--- src/rtl/hud_pkg.sv ---
// HUD shared types, 7-segment glyph table, BCD helpers and default geometry.
// Latency: none; this package holds declarations and pure functions only.
// Backpressure: not applicable.
package hud_pkg;

    typedef enum logic [1:0] {
        IDLE = 2'd0,
        RUN  = 2'd1,
        OVER = 2'd2
    } state_t;

    localparam int DEF_CLK_HZ     = 25_000_000;
    localparam int DEF_START_SECS = 99;
    localparam int DEF_TIME_X     = 110;
    localparam int DEF_SCORE_X    = 598;
    localparam int DEF_Y_TOP      = 445;
    localparam int DEF_WIDTH      = 3;
    localparam int DEF_HEIGHT     = 10;
    localparam int DEF_PITCH      = 20;

    // Segment masks for digits 0..9, bit 6 = a down to bit 0 = g.
    localparam logic [6:0] SEG7_MASK [10] = '{
        7'h7E, 7'h30, 7'h6D, 7'h79, 7'h33,
        7'h5B, 7'h5F, 7'h70, 7'h7F, 7'h7B
    };

    // Non-BCD nibbles render blank.
    function automatic logic [6:0] seg7_mask(input logic [3:0] v);
        return (v <= 4'd9) ? SEG7_MASK[v] : 7'h00;
    endfunction

    // Two-digit BCD increment that sticks at 99.
    function automatic logic [7:0] bcd_inc_sat(input logic [7:0] v);
        if (v == 8'h99)
            return v;
        else if (v[3:0] == 4'd9)
            return {v[7:4] + 4'd1, 4'd0};
        else
            return {v[7:4], v[3:0] + 4'd1};
    endfunction

    // Two-digit BCD decrement with borrow; 00 stays 00.
    function automatic logic [7:0] bcd_dec(input logic [7:0] v);
        if (v == 8'h00)
            return v;
        else if (v[3:0] == 4'd0)
            return {v[7:4] - 4'd1, 4'd9};
        else
            return {v[7:4], v[3:0] - 4'd1};
    endfunction

    // Binary 0..99 to two-digit BCD, used for the reload constant.
    function automatic logic [7:0] to_bcd(input int unsigned n);
        return {4'((n / 10) % 10), 4'(n % 10)};
    endfunction

endpackage

--- src/rtl/seg7_glyph.sv ---
// Hit test of one 7-segment digit box at a given origin against the pixel position.
// Latency: combinational.
// Backpressure: not applicable.
module seg7_glyph
    import hud_pkg::*;
#(
    parameter int W = DEF_WIDTH,
    parameter int H = DEF_HEIGHT
) (
    input  logic [9:0] org_x,
    input  logic [9:0] org_y,
    input  logic [3:0] value,
    input  logic [9:0] hcount,
    input  logic [9:0] vcount,
    output logic       hit
);

    localparam logic [9:0] BOX_W = 10'(2 * W + H);
    localparam logic [9:0] BOX_H = 10'(3 * W + 2 * H);
    localparam logic [9:0] W1    = 10'(W);
    localparam logic [9:0] WH    = 10'(W + H);
    localparam logic [9:0] W2H   = 10'(2 * W + H);
    localparam logic [9:0] W2H2  = 10'(2 * W + 2 * H);

    logic [9:0] dx;
    logic [9:0] dy;
    logic       in_box;
    logic [6:0] seg;

    // Offsets wrap when left of / above the origin; in_box masks that case out.
    always_comb begin
        dx     = hcount - org_x;
        dy     = vcount - org_y;
        in_box = (hcount >= org_x) && (dx < BOX_W) && (vcount >= org_y) && (dy < BOX_H);
        seg    = 7'h00;
        seg[6] = (dy < W1);                                     // a
        seg[5] = (dx >= WH) && (dy >= W1)  && (dy < WH);        // b
        seg[4] = (dx >= WH) && (dy >= W2H) && (dy < W2H2);      // c
        seg[3] = (dy >= W2H2);                                  // d
        seg[2] = (dx < W1)  && (dy >= W2H) && (dy < W2H2);      // e
        seg[1] = (dx < W1)  && (dy >= W1)  && (dy < WH);        // f
        seg[0] = (dy >= WH) && (dy < W2H);                      // g
        hit    = in_box && |(seg & seg7_mask(value));
    end

endmodule

--- src/rtl/hud_controller.sv ---
// Game HUD: countdown timer, BCD score via 4-phase req/ack, 7-segment overlay mask.
// Latency: digit_pixel 1 cycle after hcount/vcount; score_ack 1 cycle after score_req.
// Backpressure: none; every request is acknowledged, score only moves while running.
module hud_controller
    import hud_pkg::*;
#(
    parameter int CLK_HZ     = DEF_CLK_HZ,
    parameter int START_SECS = DEF_START_SECS,
    parameter int TIME_X     = DEF_TIME_X,
    parameter int SCORE_X    = DEF_SCORE_X,
    parameter int Y_TOP      = DEF_Y_TOP,
    parameter int WIDTH      = DEF_WIDTH,
    parameter int HEIGHT     = DEF_HEIGHT,
    parameter int PITCH      = DEF_PITCH
) (
    input  logic       clk,
    input  logic       rst_n,
    input  logic [9:0] hcount,
    input  logic [9:0] vcount,
    input  logic       start,
    input  logic       score_req,
    output logic       score_ack,
    output logic       game_over,
    output logic       digit_pixel
);

    localparam int             PW         = (CLK_HZ > 1) ? $clog2(CLK_HZ) : 1;
    localparam logic [PW-1:0]  PRESC_LAST = PW'(CLK_HZ - 1);
    localparam logic [7:0]     START_BCD  = to_bcd(START_SECS);

    state_t        state_q, state_d;
    logic [PW-1:0] presc_q, presc_d;
    logic [7:0]    time_q, time_d;
    logic [7:0]    score_q, score_d;
    logic [7:0]    time_sh_q, time_sh_d;
    logic [7:0]    score_sh_q, score_sh_d;
    logic          ack_q, ack_d;
    logic          over_q, over_d;
    logic          pix_q, pix_d;
    logic          score_inc;
    logic [7:0]    time_dec;
    logic [3:0]    hit;
    logic [9:0]    glyph_x [4];
    logic [3:0]    glyph_v [4];

    assign glyph_x[0] = 10'(TIME_X);
    assign glyph_x[1] = 10'(TIME_X + PITCH);
    assign glyph_x[2] = 10'(SCORE_X);
    assign glyph_x[3] = 10'(SCORE_X + PITCH);
    assign glyph_v[0] = time_sh_q[7:4];
    assign glyph_v[1] = time_sh_q[3:0];
    assign glyph_v[2] = score_sh_q[7:4];
    assign glyph_v[3] = score_sh_q[3:0];

    for (genvar gi = 0; gi < 4; gi++) begin : g_glyph
        seg7_glyph #(
            .W (WIDTH),
            .H (HEIGHT)
        ) u_glyph (
            .org_x  (glyph_x[gi]),
            .org_y  (10'(Y_TOP)),
            .value  (glyph_v[gi]),
            .hcount (hcount),
            .vcount (vcount),
            .hit    (hit[gi])
        );
    end

    // Next-state: game FSM, prescaler/countdown, score handshake, shadow copy, pixel.
    always_comb begin
        state_d    = state_q;
        presc_d    = presc_q;
        time_d     = time_q;
        score_d    = score_q;
        time_sh_d  = time_sh_q;
        score_sh_d = score_sh_q;
        over_d     = over_q;
        ack_d      = score_req;
        time_dec   = bcd_dec(time_q);
        // Rising edge of ack is the only point a point is scored.
        score_inc  = score_req && !ack_q && (state_q == RUN);
        if (score_inc)
            score_d = bcd_inc_sat(score_q);

        case (state_q)
            IDLE, OVER: begin
                if (start) begin
                    state_d = RUN;
                    presc_d = '0;
                    time_d  = START_BCD;
                    score_d = 8'h00;
                    over_d  = 1'b0;
                end
            end
            RUN: begin
                if (presc_q == PRESC_LAST) begin
                    presc_d = '0;
                    time_d  = time_dec;
                    if (time_dec == 8'h00) begin
                        state_d = OVER;
                        over_d  = 1'b1;
                    end
                end else begin
                    presc_d = presc_q + 1'b1;
                end
            end
            default: state_d = IDLE;
        endcase

        // Latch displayed values only at the frame origin so a frame never tears.
        if (hcount == 10'd0 && vcount == 10'd0) begin
            time_sh_d  = time_q;
            score_sh_d = score_q;
        end

        pix_d = |hit;
    end

    // State and output registers.
    always_ff @(posedge clk or negedge rst_n) begin
        if (!rst_n) begin
            state_q    <= IDLE;
            presc_q    <= '0;
            time_q     <= START_BCD;
            score_q    <= 8'h00;
            time_sh_q  <= START_BCD;
            score_sh_q <= 8'h00;
            ack_q      <= 1'b0;
            over_q     <= 1'b0;
            pix_q      <= 1'b0;
        end else begin
            state_q    <= state_d;
            presc_q    <= presc_d;
            time_q     <= time_d;
            score_q    <= score_d;
            time_sh_q  <= time_sh_d;
            score_sh_q <= score_sh_d;
            ack_q      <= ack_d;
            over_q     <= over_d;
            pix_q      <= pix_d;
        end
    end

    assign score_ack   = ack_q;
    assign game_over   = over_q;
    assign digit_pixel = pix_q;

endmodule

--- config.mk ---
export PLATFORM = sky130hd
export DESIGN_NAME = hud_controller
export DESIGN_NICKNAME = d
export VERILOG_FILES = /design/src/rtl/hud_pkg.sv /design/src/rtl/seg7_glyph.sv /design/src/rtl/hud_controller.sv
export SDC_FILE = /design/constraint.sdc
export NUM_CORES = 1
export LEC_CHECK = 0
export BUFFER_PORTS_ARGS = -buffer_cell sky130_fd_sc_hd__buf_2
export CAP_MARGIN = 20
export CORE_MARGIN = 4
export CORE_UTILIZATION = 65
export DETAILED_ROUTE_END_ITERATION = 10
export HOLD_SLACK_MARGIN = 0.08
export PLACE_DENSITY = 0.84
export SYNTH_ARGS = -nofsm -noshare
export SYNTH_HDL_FRONTEND = slang
export SYNTH_SLANG_ARGS = --single-unit
--- constraint.sdc ---
create_clock -name clk -period 5.9 [get_ports clk]
set_input_delay 0.295 -clock clk [delete_from_list [all_inputs] [get_ports clk]]
set_output_delay 0.295 -clock clk [all_outputs]
set_load 0.005 [all_outputs]
==> run_summary.xml <==
<?xml version="1.0" encoding="UTF-8"?>
<metrics>
  <group name="placement">
    <metric name="gp_congestion" unit="">0.993</metric>
    <metric name="io_buffers" unit="">26</metric>
    <metric name="placedInstanceArea" unit="sq um">5060</metric>
    <metric name="dp_hpwl" unit="um">8200</metric>
  </group>
  <group name="worst_setup_path">
    <metric name="worst_path_most_repeated_cell" unit="">sky130_fd_sc_hd__o21ai_0</metric>
    <metric name="ff2ff_setup_slack" unit="ps">3350</metric>
    <metric name="cpLargestDelayFamily" unit="">simple AND/OR/NAND/NOR gates</metric>
    <metric name="cp.arrival" unit="ps">2760</metric>
    <metric name="worstReg2RegEnd" unit="">time_q[5]</metric>
    <metric name="critPathBufInv" unit="">1</metric>
    <metric name="crit_chain" unit="">or4bb_1 &gt; nor3_1 &gt; and4_1 &gt; nor2_1 &gt; buf_4 &gt; nor2_2 &gt; o21ai_0 &gt; nand2_1 &gt; o21ai_0</metric>
    <metric name="timing_worst_setup_path_type" unit="">reg -&gt; reg</metric>
    <metric name="worstPathRequired" unit="ps">6110</metric>
    <metric name="r2r_cells" unit="">9</metric>
    <metric name="critical_path_fanouts_max" unit="">20</metric>
    <metric name="critPathLaunchType" unit="">flop</metric>
    <metric name="critical_path.slowest_cell" unit="">sky130_fd_sc_hd__or4bb_1</metric>
    <metric name="max_stage_delay" unit="ps">510</metric>
    <metric name="reg_to_reg_startpoint" unit="">presc_q[15]</metric>
    <metric name="cp-end-kind" unit="">flop</metric>
  </group>
  <group name="global_routing">
    <metric name="globalRoute.totalOverflow" unit="">0</metric>
    <metric name="grt_pass1_vias" unit="">4119</metric>
    <metric name="grt_pass1_wl" unit="um">18900</metric>
    <metric name="antenna_found_initial" unit="">0</metric>
    <metric name="grt_util_all_layers" unit="%">26.0</metric>
    <metric name="largest_net_degree_at_the_start_of_global_routing" unit="">63</metric>
  </group>
  <group name="sta">
    <metric name="max_slew_margin" unit="%">48.0</metric>
    <metric name="clock_skew" unit="ps">8.64</metric>
    <metric name="tightest_slew" unit="ps">780</metric>
    <metric name="achievable-frequency" unit="MHz">392</metric>
    <metric name="timing.final.setup_violations" unit="">0</metric>
    <metric name="slew_viol_final" unit="">0</metric>
    <metric name="post-route-min-period" unit="ps">2550</metric>
    <metric name="timing_hold_violations_final" unit="">0</metric>
    <metric name="setup_repair_after_global_routing_missed_its_margin" unit="">false</metric>
    <metric name="final.period_utilization" unit="%">43.2</metric>
    <metric name="tns" unit="ps">0</metric>
  </group>
  <group name="cts">
    <metric name="cts_tree" unit="">built</metric>
    <metric name="cts.sinks" unit="">62</metric>
    <metric name="ctsHtreeMaxLevel" unit="">3</metric>
    <metric name="clock_tree.root_cell" unit="">sky130_fd_sc_hd__clkbuf_8</metric>
    <metric name="clockBufferDepth" unit="">2</metric>
    <metric name="tritoncts.num_buffers" unit="">9</metric>
    <metric name="cts.repair_timing.setup_buffer_count" unit="">0</metric>
    <metric name="worst_skew_pair.late_latency" unit="ps">340</metric>
    <metric name="register_clock_pin_slew_on_the_reported_worst_setup_and_hold_paths" unit="ps">70</metric>
  </group>
  <group name="hold_path">
    <metric name="worstHoldPathType" unit="">in -&gt; async</metric>
  </group>
  <group name="floorplanning">
    <metric name="ioPinCount" unit="">27</metric>
    <metric name="rows" unit="">31</metric>
    <metric name="die-height" unit="um">94.9</metric>
    <metric name="dieWidth" unit="um">94.9</metric>
    <metric name="dieArea" unit="sq um">9010</metric>
    <metric name="start_util" unit="%">67.3</metric>
    <metric name="floorplan.core_area" unit="sq um">7290</metric>
  </group>
  <group name="detailed_routing">
    <metric name="drtIter0Drc" unit="">318</metric>
    <metric name="vias" unit="">4501</metric>
    <metric name="detailedRoute.firstPassIterationCount" unit="">5</metric>
    <metric name="ant_nets" unit="">0</metric>
    <metric name="wl_per_cell" unit="um">15.6</metric>
    <metric name="drt_wl_total" unit="um">11200</metric>
    <metric name="route.detailed.drc" unit="">0</metric>
    <metric name="viasPerCell" unit="">6.27</metric>
  </group>
  <group name="pwr">
    <metric name="power.leakage" unit="nW">2.30</metric>
    <metric name="share_clk_of_total_power" unit="%">33.7</metric>
    <metric name="power_density" unit="nW/um^2">208</metric>
    <metric name="combinationalPowerShare" unit="%">19.2</metric>
    <metric name="sequentialPowerShare" unit="%">47.1</metric>
    <metric name="power.ir.vdd_worst" unit="mV">0.260</metric>
    <metric name="switching_fraction_of_total_power" unit="%">31.2</metric>
    <metric name="internal_power" unit="mW">0.753</metric>
    <metric name="report.power.total" unit="mW">1.10</metric>
    <metric name="power_switching" unit="mW">0.342</metric>
  </group>
  <group name="synthesis">
    <metric name="synth_fa_ha_area_share" unit="%">8.92</metric>
    <metric name="netlist.area_leader.share" unit="%">27.5</metric>
    <metric name="synth_compound_area_share" unit="%">21.7</metric>
    <metric name="synth-warning-count" unit="">0</metric>
    <metric name="asyncSetResetFlopFracSynth" unit="%">100</metric>
    <metric name="yosys-top-cells-area" unit="">sky130_fd_sc_hd__dfrtp_1, sky130_fd_sc_hd__ha_1, sky130_fd_sc_hd__o21ai_0, sky130_fd_sc_hd__nand2_1, sky130_fd_sc_hd__dfstp_2</metric>
    <metric name="synth_fp_nets" unit="">657</metric>
    <metric name="ys_ff_latch" unit="">62</metric>
    <metric name="synth.largest_area_cell" unit="">sky130_fd_sc_hd__dfrtp_1</metric>
    <metric name="synth_mux_area_share" unit="%">2.17</metric>
    <metric name="netlist_instances" unit="">598</metric>
    <metric name="netlist_area" unit="sq um">4910</metric>
    <metric name="postSynth.topFlopCell" unit="">sky130_fd_sc_hd__dfrtp_1</metric>
    <metric name="synthXorXnorAreaFrac" unit="%">2.68</metric>
    <metric name="synth_area_per_cell" unit="sq um">8.21</metric>
    <metric name="seq_area_frac_synth" unit="%">31.8</metric>
    <metric name="post_synth_and_or_nand_nor_area_fraction" unit="%">28.3</metric>
    <metric name="synth_enable_flop_cells" unit="">0</metric>
    <metric name="synth.lib_cells_used.distinct" unit="">77</metric>
    <metric name="synth_top_family_by_area" unit="">simple AND/OR/NAND/NOR gates</metric>
  </group>
  <group name="cells_and_area">
    <metric name="antenna-diode-count" unit="">0</metric>
    <metric name="syn_to_final_growth" unit="%">7.37</metric>
    <metric name="final_common_cell" unit="">sky130_fd_sc_hd__nand2_1</metric>
    <metric name="post_route_cells_drive_above_1_share" unit="%">12.3</metric>
    <metric name="final_util" unit="%">72.3</metric>
    <metric name="seqCellArea" unit="sq um">1560</metric>
    <metric name="multiInputGateArea" unit="sq um">3130</metric>
    <metric name="finalInstanceArea" unit="sq um">5270</metric>
    <metric name="most-common-layout-cells" unit="">sky130_fd_sc_hd__nand2_1, sky130_fd_sc_hd__o21ai_0, sky130_fd_sc_hd__dfrtp_1</metric>
    <metric name="fillerInstances" unit="">601</metric>
    <metric name="design.final.nets" unit="">673</metric>
  </group>
  <group name="run_status">
    <metric name="outcome" unit="">finished clean</metric>
  </group>
  <group name="run">
    <metric name="cap_violations" unit="">0</metric>
  </group>
</metrics>
-- cell usage after synthesis (11+ instances only) --
cell                        n
sky130_fd_sc_hd__nor2_1    45
sky130_fd_sc_hd__ha_1      35
sky130_fd_sc_hd__nand4_1   11
sky130_fd_sc_hd__dfrtp_1   54
sky130_fd_sc_hd__nand2b_1  15
sky130_fd_sc_hd__nor3_1    15
sky130_fd_sc_hd__o21ai_0   64
sky130_fd_sc_hd__a21oi_1   36
sky130_fd_sc_hd__xor2_1    11
sky130_fd_sc_hd__nand2_1   78
sky130_fd_sc_hd__nor2b_1   12
sky130_fd_sc_hd__nand3_1   19
sky130_fd_sc_hd__inv_1     25
sky130_fd_sc_hd__clkbuf_1  11
-- worst reg2reg max path, stage by stage (launching register included) --
cell and delay [ps]:
sky130_fd_sc_hd__dfrtp_1 420, sky130_fd_sc_hd__or4bb_1 510, sky130_fd_sc_hd__nor3_1 130, sky130_fd_sc_hd__and4_1 310
sky130_fd_sc_hd__nor2_1 60, sky130_fd_sc_hd__buf_4 210, sky130_fd_sc_hd__nor2_2 330, sky130_fd_sc_hd__o21ai_0 230
sky130_fd_sc_hd__nand2_1 130, sky130_fd_sc_hd__o21ai_0 100
-- power groups by stage --
| stage | sequential (mW) | clock, mW | combinational [mW] |
|---|---|---|---|
| 2_1_floorplan | 0.503 | 0 | 0.157 |
| 3_3_place_gp | 0.520 | 0 | 0.197 |
| 3_5_place_dp | 0.523 | 0 | 0.206 |
| 4_1_cts | 0.515 | 0.380 | 0.208 |
| 5_1_grt | 0.524 | 0.401 | 0.238 |
| 6_report | 0.517 | 0.369 | 0.210 |
-- final cells by class --
type                       instances  share of cell area [%]
sequential                        62                    29.6
clock buffer                      11                    2.68
clock inverter                     5                    1.12
timing repair buffer              30                    3.09
tap                               99                    2.35
inverter                          25                    1.78
multi-input combinational        486                    59.4
-- what timing repair did --
item / in CTS / in global routing
hold endpoints to repair: 0 / 1
gates resized for setup: 0 / 0
setup endpoints to repair: 0 / 0
hold buffers: 0 / 1
-- layer usage --
layer	share of wire (%)	vias to the layer above	global-route usage, %
met1	45	2113	34.6
met5	0	-	0
li1	-	2206	-
met3	5.2	28	4.06
met2	48	154	43.2
met4	1.9	0	8.77
-- state kept, by name, indices dropped and copies added (netlist names) --
name         flops
digit_pixel      1
game_over        1
presc_q         25
score_ack        1
score_q          8
score_sh_q       8
state_q          2
time_q           8
time_sh_q        8
-- kinds of logic (layout without fill, tap and decap cells) --
kind of cell,after synthesis,after routing
simple gates,260,260
flops,62,62
fa+ha+maj,35,35
compound gates,167,167
xor+xnor,15,15
mux,9,9
buf+inv,50,71
-- through the flow --
| step | instances | hold WS [ps] | setup WS [ps] |
|---|---|---|---|
| 6_report | 718 | 109 | 3350 |
| 5_1_grt | 718 | 169 | 3160 |
| 4_1_cts | 717 | 83.4 | 3360 |
| 3_5_place_dp | 701 | 431 | 3190 |
| 3_3_place_gp | 701 | 419 | 3250 |
| 2_1_floorplan | 598 | -0.591 | 3460 |
-- worst max-delay path by stage --
stage                start     endpoint  slack, ps  cells past startpoint
2_1_floorplan    vcount[0]  digit_pixel       3460                     12
3_3_place_gp     vcount[0]  digit_pixel       3250                     11
3_5_place_dp     vcount[0]  digit_pixel       3190                     11
4_1_cts        presc_q[15]    time_q[5]       3360                      9
5_1_grt         state_q[0]   presc_q[9]       3160                      6
6_report       presc_q[15]    time_q[5]       3350                      9
No activity file was read; power rests on OpenSTA's default activity.
